===== src/rtl/gate_tb_pkg.sv =====
// Shared definitions for the gate stimulus sequencers.
// Contents:
//   - FSM state encodings (ST_*) and the typed state enum built from them
//   - settle counter width
//   - truth-table constants for the common gate cells; bit k is the
//     expected gate output when the input vector equals k
package gate_tb_pkg;

  localparam logic [1:0] ST_IDLE  = 2'd0;
  localparam logic [1:0] ST_WAIT  = 2'd1;
  localparam logic [1:0] ST_CHECK = 2'd2;
  localparam logic [1:0] ST_DONE  = 2'd3;

  typedef enum logic [1:0] {
    StIdle  = ST_IDLE,
    StWait  = ST_WAIT,
    StCheck = ST_CHECK,
    StDone  = ST_DONE
  } state_e;

  localparam int unsigned CNT_W = 4;

  localparam logic [3:0] TT_AND2 = 4'h8;
  localparam logic [7:0] TT_AND3 = 8'h80;
  localparam logic [3:0] TT_OR2  = 4'hE;
  localparam logic [7:0] TT_OR3  = 8'hFE;

endpackage


===== src/rtl/gate_vec_settle_timer.sv =====
// Settle timer for the gate vector sequencer: a 4-bit loadable up-counter.
// Priority: clear, then load, then count enable.
// Ports:
//   i_clk       clock, rising edge
//   i_rst       synchronous active-high reset (count -> 0)
//   i_clr       synchronous clear
//   i_load      load i_load_val
//   i_load_val  value to load
//   i_en        count enable
//   o_term      high while the count equals SETTLE-1
module gate_vec_settle_timer
  import gate_tb_pkg::*;
#(
  parameter int unsigned SETTLE = 2
) (
  input  logic             i_clk,
  input  logic             i_rst,
  input  logic             i_clr,
  input  logic             i_load,
  input  logic [CNT_W-1:0] i_load_val,
  input  logic             i_en,
  output logic             o_term
);

  localparam logic [CNT_W-1:0] TERM_VAL = CNT_W'(SETTLE - 1);
  localparam logic [CNT_W-1:0] CNT_ONE  = CNT_W'(1);

  logic [CNT_W-1:0] cnt_q, cnt_d;

  always_comb begin
    cnt_d = cnt_q;
    if (i_clr) begin
      cnt_d = '0;
    end else if (i_load) begin
      cnt_d = i_load_val;
    end else if (i_en) begin
      cnt_d = cnt_q + CNT_ONE;
    end
  end

  always_ff @(posedge i_clk) begin
    if (i_rst) begin
      cnt_q <= '0;
    end else begin
      cnt_q <= cnt_d;
    end
  end

  assign o_term = (cnt_q == TERM_VAL);

endmodule


===== src/rtl/gate_vector_driver.sv =====
// Clocked stimulus/check sequencer for an N_IN-input combinational gate.
// Sweeps vectors 0..2**N_IN-1 onto o_vec, holds each SETTLE+1 cycles,
// samples i_dut in the last of them and compares against EXPECTED[vec].
// Ports:
//   i_clk         clock, rising edge
//   i_rst         synchronous active-high reset
//   i_start       start request, accepted only in IDLE
//   o_vec         vector driven onto the gate inputs (bit 0 -> i_1, ...)
//   i_dut         gate output under test
//   o_busy        sweep in progress
//   o_done        one-cycle pulse at sweep end
//   o_pass        last sweep had zero mismatches
//   o_err_cnt     mismatch count of the last/current sweep
//   o_fail_vld    at least one mismatch recorded
//   o_first_fail  vector index of the first mismatch
module gate_vector_driver
  import gate_tb_pkg::*;
#(
  parameter int unsigned N_IN = 3,
  parameter int unsigned SETTLE = 2,
  parameter logic [2**N_IN-1:0] EXPECTED = 8'b1000_0000
) (
  input  logic            i_clk,
  input  logic            i_rst,
  input  logic            i_start,
  output logic [N_IN-1:0] o_vec,
  input  logic            i_dut,
  output logic            o_busy,
  output logic            o_done,
  output logic            o_pass,
  output logic [N_IN:0]   o_err_cnt,
  output logic            o_fail_vld,
  output logic [N_IN-1:0] o_first_fail
);

  localparam logic [N_IN-1:0] VEC_LAST = '1;
  localparam logic [N_IN-1:0] VEC_ONE  = N_IN'(1);
  localparam logic [N_IN:0]   ERR_ONE  = (N_IN+1)'(1);

  state_e          state_q, state_d;
  logic [N_IN-1:0] vec_q, vec_d;
  logic            busy_q, busy_d;
  logic            done_q, done_d;
  logic            pass_q, pass_d;
  logic [N_IN:0]   err_q, err_d;
  logic            fail_vld_q, fail_vld_d;
  logic [N_IN-1:0] first_q, first_d;

  logic tmr_clr, tmr_en, tmr_term;

  gate_vec_settle_timer #(
    .SETTLE (SETTLE)
  ) u_settle_timer (
    .i_clk      (i_clk),
    .i_rst      (i_rst),
    .i_clr      (tmr_clr),
    .i_load     (1'b0),
    .i_load_val ('0),
    .i_en       (tmr_en),
    .o_term     (tmr_term)
  );

  always_comb begin
    state_d    = state_q;
    vec_d      = vec_q;
    busy_d     = busy_q;
    done_d     = 1'b0;
    pass_d     = pass_q;
    err_d      = err_q;
    fail_vld_d = fail_vld_q;
    first_d    = first_q;
    tmr_clr    = 1'b0;
    tmr_en     = 1'b0;

    unique case (state_q)
      StIdle: begin
        vec_d  = '0;
        busy_d = 1'b0;
        if (i_start) begin
          state_d    = StWait;
          busy_d     = 1'b1;
          pass_d     = 1'b0;
          err_d      = '0;
          fail_vld_d = 1'b0;
          first_d    = '0;
          tmr_clr    = 1'b1;
        end
      end
      StWait: begin
        // Counter sits at SETTLE-1 on the last WAIT cycle; CHECK re-clears it.
        if (tmr_term) begin
          state_d = StCheck;
        end else begin
          tmr_en = 1'b1;
        end
      end
      StCheck: begin
        if (i_dut != EXPECTED[vec_q]) begin
          err_d = err_q + ERR_ONE;
          if (!fail_vld_q) begin
            fail_vld_d = 1'b1;
            first_d    = vec_q;
          end
        end
        if (vec_q == VEC_LAST) begin
          state_d = StDone;
        end else begin
          vec_d   = vec_q + VEC_ONE;
          tmr_clr = 1'b1;
          state_d = StWait;
        end
      end
      StDone: begin
        done_d  = 1'b1;
        pass_d  = (err_q == '0);
        busy_d  = 1'b0;
        vec_d   = '0;
        state_d = StIdle;
      end
      default: state_d = StIdle;
    endcase
  end

  always_ff @(posedge i_clk) begin
    if (i_rst) begin
      state_q    <= StIdle;
      vec_q      <= '0;
      busy_q     <= 1'b0;
      done_q     <= 1'b0;
      pass_q     <= 1'b0;
      err_q      <= '0;
      fail_vld_q <= 1'b0;
      first_q    <= '0;
    end else begin
      state_q    <= state_d;
      vec_q      <= vec_d;
      busy_q     <= busy_d;
      done_q     <= done_d;
      pass_q     <= pass_d;
      err_q      <= err_d;
      fail_vld_q <= fail_vld_d;
      first_q    <= first_d;
    end
  end

  assign o_vec        = vec_q;
  assign o_busy       = busy_q;
  assign o_done       = done_q;
  assign o_pass       = pass_q;
  assign o_err_cnt    = err_q;
  assign o_fail_vld   = fail_vld_q;
  assign o_first_fail = first_q;

endmodule


===== config.mk =====
export PLATFORM = sky130hd
export DESIGN_NAME = gate_vector_driver
export DESIGN_NICKNAME = d
export VERILOG_FILES = /design/src/rtl/gate_tb_pkg.sv /design/src/rtl/gate_vec_settle_timer.sv /design/src/rtl/gate_vector_driver.sv
export SDC_FILE = /design/constraint.sdc
export NUM_CORES = 1
export LEC_CHECK = 0
export ABC_AREA = 1
export ABC_CLOCK_PERIOD_IN_PS = 1500
export BUFFER_PORTS_ARGS = -buffer_cell sky130_fd_sc_hd__buf_2
export CORE_UTILIZATION = 30
export DETAILED_ROUTE_END_ITERATION = 8
export GPL_TIMING_DRIVEN = 0
export PLACE_DENSITY = 0.48
export SKIP_LAST_GASP = 1
export SYNTH_ARGS = -nofsm -noshare
export SYNTH_HDL_FRONTEND = slang
export SYNTH_SLANG_ARGS = --single-unit

===== constraint.sdc =====
create_clock -name i_clk -period 1.5 [get_ports i_clk]
set_input_delay 0.15 -clock i_clk [delete_from_list [all_inputs] [get_ports i_clk]]
set_output_delay 0.15 -clock i_clk [all_outputs]
set_load 0.005 [all_outputs]

==> reports/results.ini, run 1 <==
[worst_setup_path]
cp_data_required_time_ns=1.69
crit_chain=inv_2 -> ha_2 -> buf_6 -> nor2_4 -> a21oi_4 -> nand3_2 -> nand2_1 -> nand2_1 -> nor2_1
slowest_delay_ns=0.36
crit_path_end_kind=register
cp_common_cell=nand2_1
worst-r2r-setup-slack_ns=0.11
start_kind=register
cp.arrival_ns=1.59
critPathMaxFanout=8
critPathKind=register to register
crit_path_top_delay_cell=dfxtp_4

[drt]
postRouteAntennaNets=0
drt_first_pass_iters=4
vias=1061
drt_iter0_drc=11
wl_per_cell_microns=10.2
drc_errors=0
wl_mm=2.42
viasPerCell=4.48

[place]
place_ws_ns=-0.0239
gp_congestion=0.854
port-buffer-count=17
dp_cells=232
placed_cell_area_sq_um=1350
dp_hpwl_mm=1.90

[global_route]
grt_use_total=0.128
first_global_vias=983
grt_max_degree=12
grt_overflow=0
grt_antenna_before_repair=0
grt_pass1_wl_mm=4.27

[power_and_ir_drop]
p_seq_frac=0.363
comb_power_share=0.461
leakagePower_nw=0.673
ir_worst_vdd_mv=0.526
p_clk_frac=0.176
p_int_mw=1.25
p_switching_mw=0.809
power_density_nw_per_um2=1430
netSwitchingFraction=0.394
p_total_mw=2.06

[clock_tree]
numCtsBuffers=3
cts-htree-levels=1
cts_root_buf=clkbuf_8
clkTransAtPathRegs_ns=0.07
clock_path_buffers=2
clock_sinks=21
cts_tree=yes
clk_latency_ns=0.25

[job]
maxCapViolCount=0

[floorplanning]
num_rows=22
die_w_microns=65.3
start_util=0.321
ios=18
die_y_microns=65.3
core_sq_um=3740
die_area_sq_um=4270

[timing]
maxSlewHeadroom=0.657
hold_ws_ns=0.215
setup_violations=0
finalWorstSetupSlack_ns=0.108
fin_crit_ns=1.39
finalHoldViolations=0
finalClockSkew_ns=0.00169
max_freq_mhz=718
final-max-slew-violation-count=0
finalCritPeriodShare=0.928
worstMarginPinSlew_ns=0.514

[hold_path]
min_path_type=primary input to register

[final_layout]
seq_area_sq_um=429
antenna_cells=0
finalNetCount=205
area_delta_synth_final_pct=19.4
final_area_sq_um=1440
multi_input_area_sq_um=684
stdcell_count=237
nFillCells=405
drive_above_1_share=0.222

[logic_synthesis]
synth-xor-area-share=0.00728
avgSynthCellArea_sq_um=7.20
ys_ff_latch=21
synth-simple-area-share=0.324
synth_compound_area_frac=0.102
syn_nets=182
synthMuxAreaShare=0
synth_cell_types=21
ys_seq_area_frac=0.350
yosys.area_share.adder=0.114
ys_warn_count=0
syn_area_sq_um=1200
netlist_instances=167
synth_top_family_by_area=simple AND/OR/NAND/NOR gates

[status]
status=completed

## final cells by class
class,count,share of cell area
Multi-Input combinational cell,115,0.477
Sequential cell,21,0.299
Inverter,29,0.0758
Timing Repair Buffer,18,0.0645
Tap cell,48,0.0418
Clock buffer,4,0.0314
Buffer,2,0.0105
## routing by layer
layer  up-vias  track usage  routed length (microns)
met5         -            0                        0
met3         5       0.0208                       67
met1       470        0.167                     1220
met4         0       0.0408                       33
li1        574            -                        -
met2        12        0.211                     1100
## metrics by stage
step / setup TNS (ns) / utilization
6_report: 0 / 0.383
5_1_grt: -0.00204 / 0.383
4_1_cts: -0.0227 / 0.376
3_5_place_dp: -0.0553 / 0.360
3_3_place_gp: -0.0199 / 0.360
2_1_floorplan: 0 / -
## cell usage after synthesis, drive strengths merged
cell / count / area share
inv: 29 / 0.091
nand4: 7 / 0.042
clkbuf: 1 / 0.0031
or2: 3 / 0.016
a21oi: 14 / 0.071
ha: 11 / 0.11
a211oi: 1 / 0.0062
nand2: 41 / 0.13
buf: 1 / 0.0094
nand3: 12 / 0.062
o21ai: 6 / 0.025
dfxtp: 21 / 0.35
xor2: 1 / 0.0073
nor2: 19 / 0.072
## sequential cells by signal, summed over array words and instances, names as in the netlist, named ones only
| register | cells |
|---|---|
| o_err_cnt | 4 |
| o_vec | 3 |
| u_settle_timer.cnt_q | 4 |
| o_done | 1 |
| o_first_fail | 3 |
| o_fail_vld | 1 |
| o_pass | 1 |
| state_q | 2 |
| o_busy | 1 |
## power by group through the flow
stage | Combinational, mW | Clock [mW] | Sequential [mW]
finish | 0.948 | 0.362 | 0.745
global route | 1.09 | 0.414 | 0.764
CTS | 0.934 | 0.384 | 0.735
detailed placement | 0.887 | 0 | 0.746
global placement | 0.872 | 0 | 0.741
floorplan | 0.665 | 0 | 0.742
## cells in the final DEF (no fill, tap or decap)
cell type / n
buf_2: 17
nand3_2: 3
or2_1: 3
buf_4: 1
xor2_1: 1
nor2_1: 17
nand4_1: 6
ha_2: 1
inv_1: 26
a21oi_1: 11
buf_6: 1
inv_2: 3
a211oi_1: 1
dfxtp_1: 18
nand2_2: 2
o21ai_0: 6
a21oi_4: 1
nand3_1: 9
ha_1: 9
clkbuf_8: 3
nor2_4: 2
a21oi_2: 2
nand2_4: 1
nand4_2: 1
dfxtp_4: 2
nand2_1: 38
clkbuf_1: 2
dfxtp_2: 1
ha_4: 1
## final timing paths
| kind | to | from | depth (start not counted) |
|---|---|---|---|
| min | o_busy$_SDFFE_PP0P_ | i_start | 3 |
| max reg2reg | o_first_fail[1]$_SDFFE_PP0P_ | state_q[0]$_SDFFE_PP0P_ | 9 |
| min reg2reg | u_settle_timer.cnt_q[3]$_SDFFE_PP0P_ | u_settle_timer.cnt_q[3]$_SDFFE_PP0P_ | 2 |
| max | o_first_fail[1]$_SDFFE_PP0P_ | state_q[0]$_SDFFE_PP0P_ | 9 |
## cells by family after synthesis
family / Yosys count
xor gates and xnor gates: 1
buffers and inverters: 31
AOI/OAI and AO/OA: 21
DFF: 21
and+or+nand+nor: 82
adders and majority gates: 11
## worst max-delay path: cells and delay by family, from the launching register on
kind	cells	cell delay, ns
AO/OA/AOI/OAI	1	0.14
buffers and inverters	2	0.25
adder cells (fa/ha/maj)	1	0.20
flip-flops	1	0.36
AND/OR/NAND/NOR	5	0.39
## repair_timing
item,in CTS,in global routing
setup buffers,0,1
setup endpoints to repair,7,13
hold buffers,0,0
gates resized for setup,2,9
gates cloned,0,0
(Power assumes the default switching activity.)
==> run 2: changes to the inputs <==
- CORE_UTILIZATION: 30 -> 45
- PLACE_DENSITY: 0.48 -> 0.66
==> reports/results.ini, run 2 (synthesis gave the netlist of run 1 again) <==
[drt]
viasPerCell=4.92  ; +10%
postRouteAntennaNets=0  ; unchanged
drc_errors=0  ; unchanged
wl_mm=2.34  ; -3.3%
vias=1083  ; +2.1%
wl_per_cell_microns=10.6  ; +4.1%
drt_iter0_drc=17  ; +6
drt_first_pass_iters=5  ; +1

[floorplanning]
num_rows=18  ; -18%
start_util=0.481  ; +0.160
die_y_microns=53.7  ; -18%
core_sq_um=2500  ; -33%
die_area_sq_um=2880  ; -32%
die_w_microns=53.7  ; -18%
ios=18  ; unchanged

[status]
status=completed

[place]
placed_cell_area_sq_um=1330  ; -1.7%
place_ws_ns=-0.0397  ; -0.0158 ns
dp_hpwl_mm=1.76  ; -6.9%
gp_congestion=0.794  ; -7.0%
port-buffer-count=17  ; unchanged

[timing]
final-max-slew-violation-count=0  ; unchanged
finalHoldViolations=0  ; unchanged
finalWorstSetupSlack_ns=0.0698  ; -0.0382 ns
fin_crit_ns=1.43  ; +0.0382 ns
max_freq_mhz=699  ; -2.7%
hold_ws_ns=0.156  ; -0.0592 ns
worstMarginPinSlew_ns=0.509  ; -0.00446 ns
finalCritPeriodShare=0.953  ; +0.0255
rsz0062_at_grt=true
maxSlewHeadroom=0.660  ; +0.00297
setup_violations=0  ; unchanged
finalClockSkew_ns=0.000700  ; -0.000990 ns

[final_layout]
antenna_cells=0  ; unchanged
final_area_sq_um=1390  ; -3.0%
area_delta_synth_final_pct=15.8
final_util=0.557  ; +0.174
finalNetCount=206  ; +0.49%
nFillCells=234  ; -42%
mostFrequentLayoutCells=nand2_1 (38), inv_1 (26), dfxtp_1 (18), nor2_1 (17), buf_2 (17)
layout_commonest_cell=nand2_1
drive_above_1_share=0.237  ; +0.0146

[clock_tree]
numCtsBuffers=3  ; unchanged
clk_latency_ns=0.30  ; +0.05 ns
cts_tree=yes
clock_path_buffers=2  ; unchanged
cts-htree-levels=1  ; unchanged
cts_root_buf=clkbuf_4
clock_sinks=21  ; unchanged
clkTransAtPathRegs_ns=0.12  ; +0.05 ns

[worst_setup_path]
critPathKind=register to register
cpLargestDelayFamily=flip-flops
crit_path_end_kind=register
start_kind=register
slowest_delay_ns=0.39  ; +0.03 ns
path_buf_inv=2  ; unchanged
cp_common_cell=nand2_1
cp.arrival_ns=1.69  ; +0.10 ns
crit_chain=inv_1 -> ha_2 -> inv_2 -> a21oi_2 -> nand2_1 -> nand2_1 -> nand2_1 -> nor2_1
cp_data_required_time_ns=1.75  ; +0.06 ns
critPathMaxFanout=6  ; -2
crit_path_top_delay_cell=dfxtp_4

[global_route]
grt_overflow=0  ; unchanged
grt_antenna_before_repair=0  ; unchanged
grt_use_total=0.194  ; +0.0665
grt_pass1_wl_mm=3.97  ; -7.1%
first_global_vias=946  ; -3.8%
grt_max_degree=12  ; unchanged

[power_and_ir_drop]
p_total_mw=1.95  ; -5.1%
power_density_nw_per_um2=1400  ; -2.2%
ir_worst_vdd_mv=0.947  ; +80%
leakagePower_nw=0.667  ; -0.94%

[hold_path]
min_path_type=primary input to register

[job]
maxCapViolCount=0  ; unchanged

-- run 2: changes by cell type in the layout (fill, tap and decap cells not counted), sizes merged --
cell	delta
buf	+1
-- run 2: metrics by stage --
step                instances  setup TNS (ns)
CTS                       218               0
global placement          214               0
global route              220         -0.0514
floorplan                 167               0
finish                    220               0
detailed placement        214         -0.0901
-- run 2: layer usage --
| metal | GRT usage | up-vias | wire length, microns |
|---|---|---|---|
| li1 | - | 572 | - |
| met1 | 0.225 | 486 | 1140 |
| met2 | 0.333 | 21 | 1080 |
| met3 | 0.0593 | 4 | 96 |
| met4 | 0.0658 | 0 | 21 |
| met5 | 0 | - | 0 |
-- run 2: timing repair --
action	4_1_cts	5_1_grt
endpoints found under the setup margin	7	11
setup buffers	0	2
hold buffers	0	0
resized for setup	3	9
pin swaps	0	1
-- run 2: cell type report --
type	count	area [sq um]	share of cell area
plain buffers	2	15.0	0.0108
clock buffers	4	26.3	0.0189
inverters	29	109	0.0782
multi-input cells	115	678	0.487
flip-flops and latches	21	427	0.306
well taps	30	37.5	0.0270
repair buffers	19	100	0.0719
-- run 2: worst paths after layout --
| path | startpoint | to | slack, ns | cells past startpoint |
|---|---|---|---|---|
| setup / recovery | state_q[1]$_SDFFE_PP0P_ | register | 0.07 | 8 |
| hold / removal | i_start | o_busy$_SDFFE_PP0P_ | 0.16 | 3 |
| setup reg to reg | state_q[1]$_SDFFE_PP0P_ | register | 0.07 | 8 |
| hold reg to reg | u_settle_timer.cnt_q[3]$_SDFFE_PP0P_ | u_settle_timer.cnt_q[3]$_SDFFE_PP0P_ | 0.50 | 2 |
-- run 2: tightest hold or removal path: stages --
cell and delay, ns:
buf_2 0.13, a21oi_1 0.08, nor2_1 0.07
-- run 2: power breakdown --
part | leakage [nW] | total (mW) | switching (mW) | internal [mW]
sequential | 0.172 | 0.738 | 0.0739 | 0.664
clock | 0.0150 | 0.277 | 0.174 | 0.104
combinational | 0.479 | 0.935 | 0.562 | 0.373
total | 0.667 | 1.95 | 0.809 | 1.14
==> run 3: changes to the inputs <==
- ABC_AREA: 1 -> default
- PLACE_DENSITY: 0.66 -> 0.67
==> reports/results.ini, run 3 <==
[logic_synthesis]
ys_async_sr_fraction=0  ; unchanged
synth_compound_area_frac=0.189  ; +0.0871
synth_commonest_cells=dfxtp_1 (21), ha_1 (11), inv_1 (8)
ys_dominant_reg_cell=dfxtp_1
synth-xor-area-share=0.0378  ; +0.0305
ys_seq_area_frac=0.374  ; +0.0241
netlist_instances=116  ; -31%
synth_top_area_cell=dfxtp_1
synth-simple-area-share=0.196  ; -0.128
ys_warn_count=0  ; unchanged
yosys.area_share.adder=0.122  ; +0.00789
synth_top_family_by_area=simple AND/OR/NAND/NOR gates
synthMuxAreaShare=0.0467  ; +0.0467
ys_ff_latch=21  ; unchanged
synth_edf_count=0  ; unchanged
syn_area_sq_um=1120  ; -6.5%
syn_nets=131  ; -28%
synth.top_cell.area_share=0.374  ; +0.0241
yosys-top-cells-area=dfxtp_1 (37%), ha_1 (12%), a32o_1 (3.6%)
post-synth-top-count-cell=dfxtp_1
synth_cell_types=42  ; +100%
avgSynthCellArea_sq_um=9.70  ; +35%

[drt]
drt_iter0_drc=19  ; +2
wl_mm=2.42  ; +3.4%
viasPerCell=5.62  ; +14%
vias=961  ; -11%
drt_first_pass_iters=4  ; -1
drc_errors=0  ; unchanged
wl_per_cell_microns=14.1  ; +33%
postRouteAntennaNets=0  ; unchanged

[job]
maxCapViolCount=0  ; unchanged

[hold_path]
worst_hold_path.endpoint=o_vec[0]$_SDFFE_PP0N_
min_path_type=primary input to register
min_path_cells=2  ; -1
worstHoldStart=i_rst

[worst_setup_path]
reg2reg_depth=5  ; -3
crit_path_end_kind=register
r2r-start=o_vec[0]$_SDFFE_PP0N_
start_kind=register
cp.arrival_ns=1.83  ; +0.14 ns
critPathMaxFanout=6  ; unchanged
cp_common_cell=ha_4
cp_data_required_time_ns=1.74  ; about the same
critPathKind=register to register
crit_chain=ha_4 -> ha_4 -> or3b_1 -> a311oi_2 -> nor3b_2
slowest_delay_ns=0.37  ; -0.02 ns
crit_path_top_delay_cell=dfxtp_4
worst-r2r-setup-slack_ns=-0.09  ; -0.16 ns

[final_layout]
multi_input_area_sq_um=786  ; +16%
nFillCells=184  ; -21%
seq_area_sq_um=433  ; +1.5%
drive_above_1_share=0.392  ; +0.155
finalNetCount=159  ; -23%
stdcell_count=171  ; -22%
layout_commonest_cell=buf_2
area_delta_synth_final_pct=29.5
antenna_cells=0  ; unchanged
mostFrequentLayoutCells=buf_2 (17), dfxtp_1 (15), buf_4 (7), a21oi_1 (7)

[timing]
max_freq_mhz=627  ; -10%
finalWorstSetupSlack_ns=-0.0937  ; -0.163 ns
maxSlewHeadroom=0.658  ; -0.00214
finalCritPeriodShare=1.06  ; +0.109
fin_crit_ns=1.59  ; +0.163 ns
setup_violations=1  ; +1
final-max-slew-violation-count=0  ; unchanged
finalClockSkew_ns=0.00492  ; +0.00421 ns
hold_ws_ns=0.0899  ; -0.0663 ns
finalHoldViolations=0  ; unchanged
worstMarginPinSlew_ns=0.513  ; +0.00322 ns
rsz0062_at_grt=true

[place]
port-buffer-count=17  ; unchanged
dp_hpwl_mm=1.72  ; -2.4%
place_ws_ns=-0.143  ; -0.104 ns
dp_cells=161  ; -25%
gp_congestion=0.768  ; -3.4%

[status]
violations=setup timing
status=complete, but fails checks

[power_and_ir_drop]
p_total_mw=1.98  ; +1.5%
ir_worst_vdd_mv=0.733  ; -23%
power_density_nw_per_um2=1360  ; -2.9%
leakagePower_nw=0.590  ; -12%

[clock_tree]
clock_path_buffers=2  ; unchanged
clkTransAtPathRegs_ns=0.12  ; about the same
cts_tree=yes
numCtsBuffers=3  ; unchanged
cts_root_buf=clkbuf_4
cts-htree-levels=1  ; unchanged
clock_sinks=21  ; unchanged
clk_latency_ns=0.30  ; about the same

[global_route]
grt_pass1_wl_mm=3.88  ; -2.1%
grt_overflow=0  ; unchanged
first_global_vias=889  ; -6.0%
grt_antenna_before_repair=0  ; unchanged
grt_use_total=0.197  ; +0.00279
grt_max_degree=12  ; unchanged

[floorplanning]
die_y_microns=52.0  ; -3.2%
num_rows=17  ; -1
ios=18  ; unchanged
core_sq_um=2280  ; -9.0%
die_area_sq_um=2700  ; -6.2%
start_util=0.494  ; +0.0132
die_w_microns=52.0  ; -3.2%

[run 3: cell count changes in the layout (fill, tap and decap cells not counted), moves of 4 or more]
cell     change
nand4_1      -5
a32o_1       +4
inv_1       -20
nand3_2      -4
nand2_1     -32
nor2_1      -11
nand3_1      -5
ha_4         +4
buf_4        +5
[run 3: layout make-up]
| class | instances | area share |
|---|---|---|
| plain buffers | 2 | 0.00773 |
| repair buffers | 23 | 0.0893 |
| clock buffers | 4 | 0.0180 |
| well taps | 28 | 0.0241 |
| inverters | 8 | 0.0241 |
| flip-flops and latches | 21 | 0.297 |
| multi-input cells | 85 | 0.540 |
[run 3: cell families (layout without fill, tap and decap cells)]
logic type / Yosys count / after routing
and+or+nand+nor: 36 / 36
AOI/OAI and AO/OA: 29 / 29
DFF: 21 / 21
adders and majority gates: 11 / 11
buffers and inverters: 10 / 37
muxes: 5 / 5
xor gates and xnor gates: 4 / 4
[run 3: stage by stage]
step | area [sq um] | utilization | setup TNS, ns
2_1_floorplan | 1170 | - | -0.0340
5_1_grt | 1460 | 0.640 | -0.345
3_3_place_gp | 1290 | 0.566 | -0.716
4_1_cts | 1380 | 0.604 | -0.173
6_report | 1460 | 0.640 | -0.0937
3_5_place_dp | 1290 | 0.566 | -0.901
[run 3: worst max path at each step]
stage,startpoint,end,cells after the start
detailed placement,state_q[0]$_SDFFE_PP0P_,register,5
global placement,state_q[0]$_SDFFE_PP0P_,register,5
CTS,state_q[1]$_SDFFE_PP0P_,register,5
finish,o_vec[0]$_SDFFE_PP0N_,register,5
floorplan,o_vec[0]$_SDFFE_PP0N_,register,5
global route,o_vec[0]$_SDFFE_PP0N_,register,5
[run 3: routing by layer]
| metal | wire length, microns | up-vias | global-route usage |
|---|---|---|---|
| met5 | 0 | - | 0 |
| met4 | 17 | 0 | 0.0856 |
| met3 | 62 | 2 | 0.0263 |
| met2 | 1170 | 19 | 0.344 |
| met1 | 1170 | 453 | 0.237 |
| li1 | - | 487 | - |
[run 3: critical path, delay by kind of cell, from the launching register on]
family	cells	cell delay (ns)
compound gates	1	0.28
fa+ha+maj	2	0.33
flops	1	0.37
simple gates	2	0.56
[run 3: what timing repair did]
| item | 4_1_cts | 5_1_grt |
|---|---|---|
| gates cloned | 0 | 0 |
| endpoints found under the setup margin | 16 | 14 |
| pin swaps | 3 | 1 |
| hold buffers | 0 | 0 |
| gates resized for setup | 12 | 13 |
| setup buffers | 4 | 2 |
[run 3: power breakdown]
part           switching, mW  internal [mW]
registers             0.0543          0.625
logic                  0.535          0.490
clock network          0.172          0.103
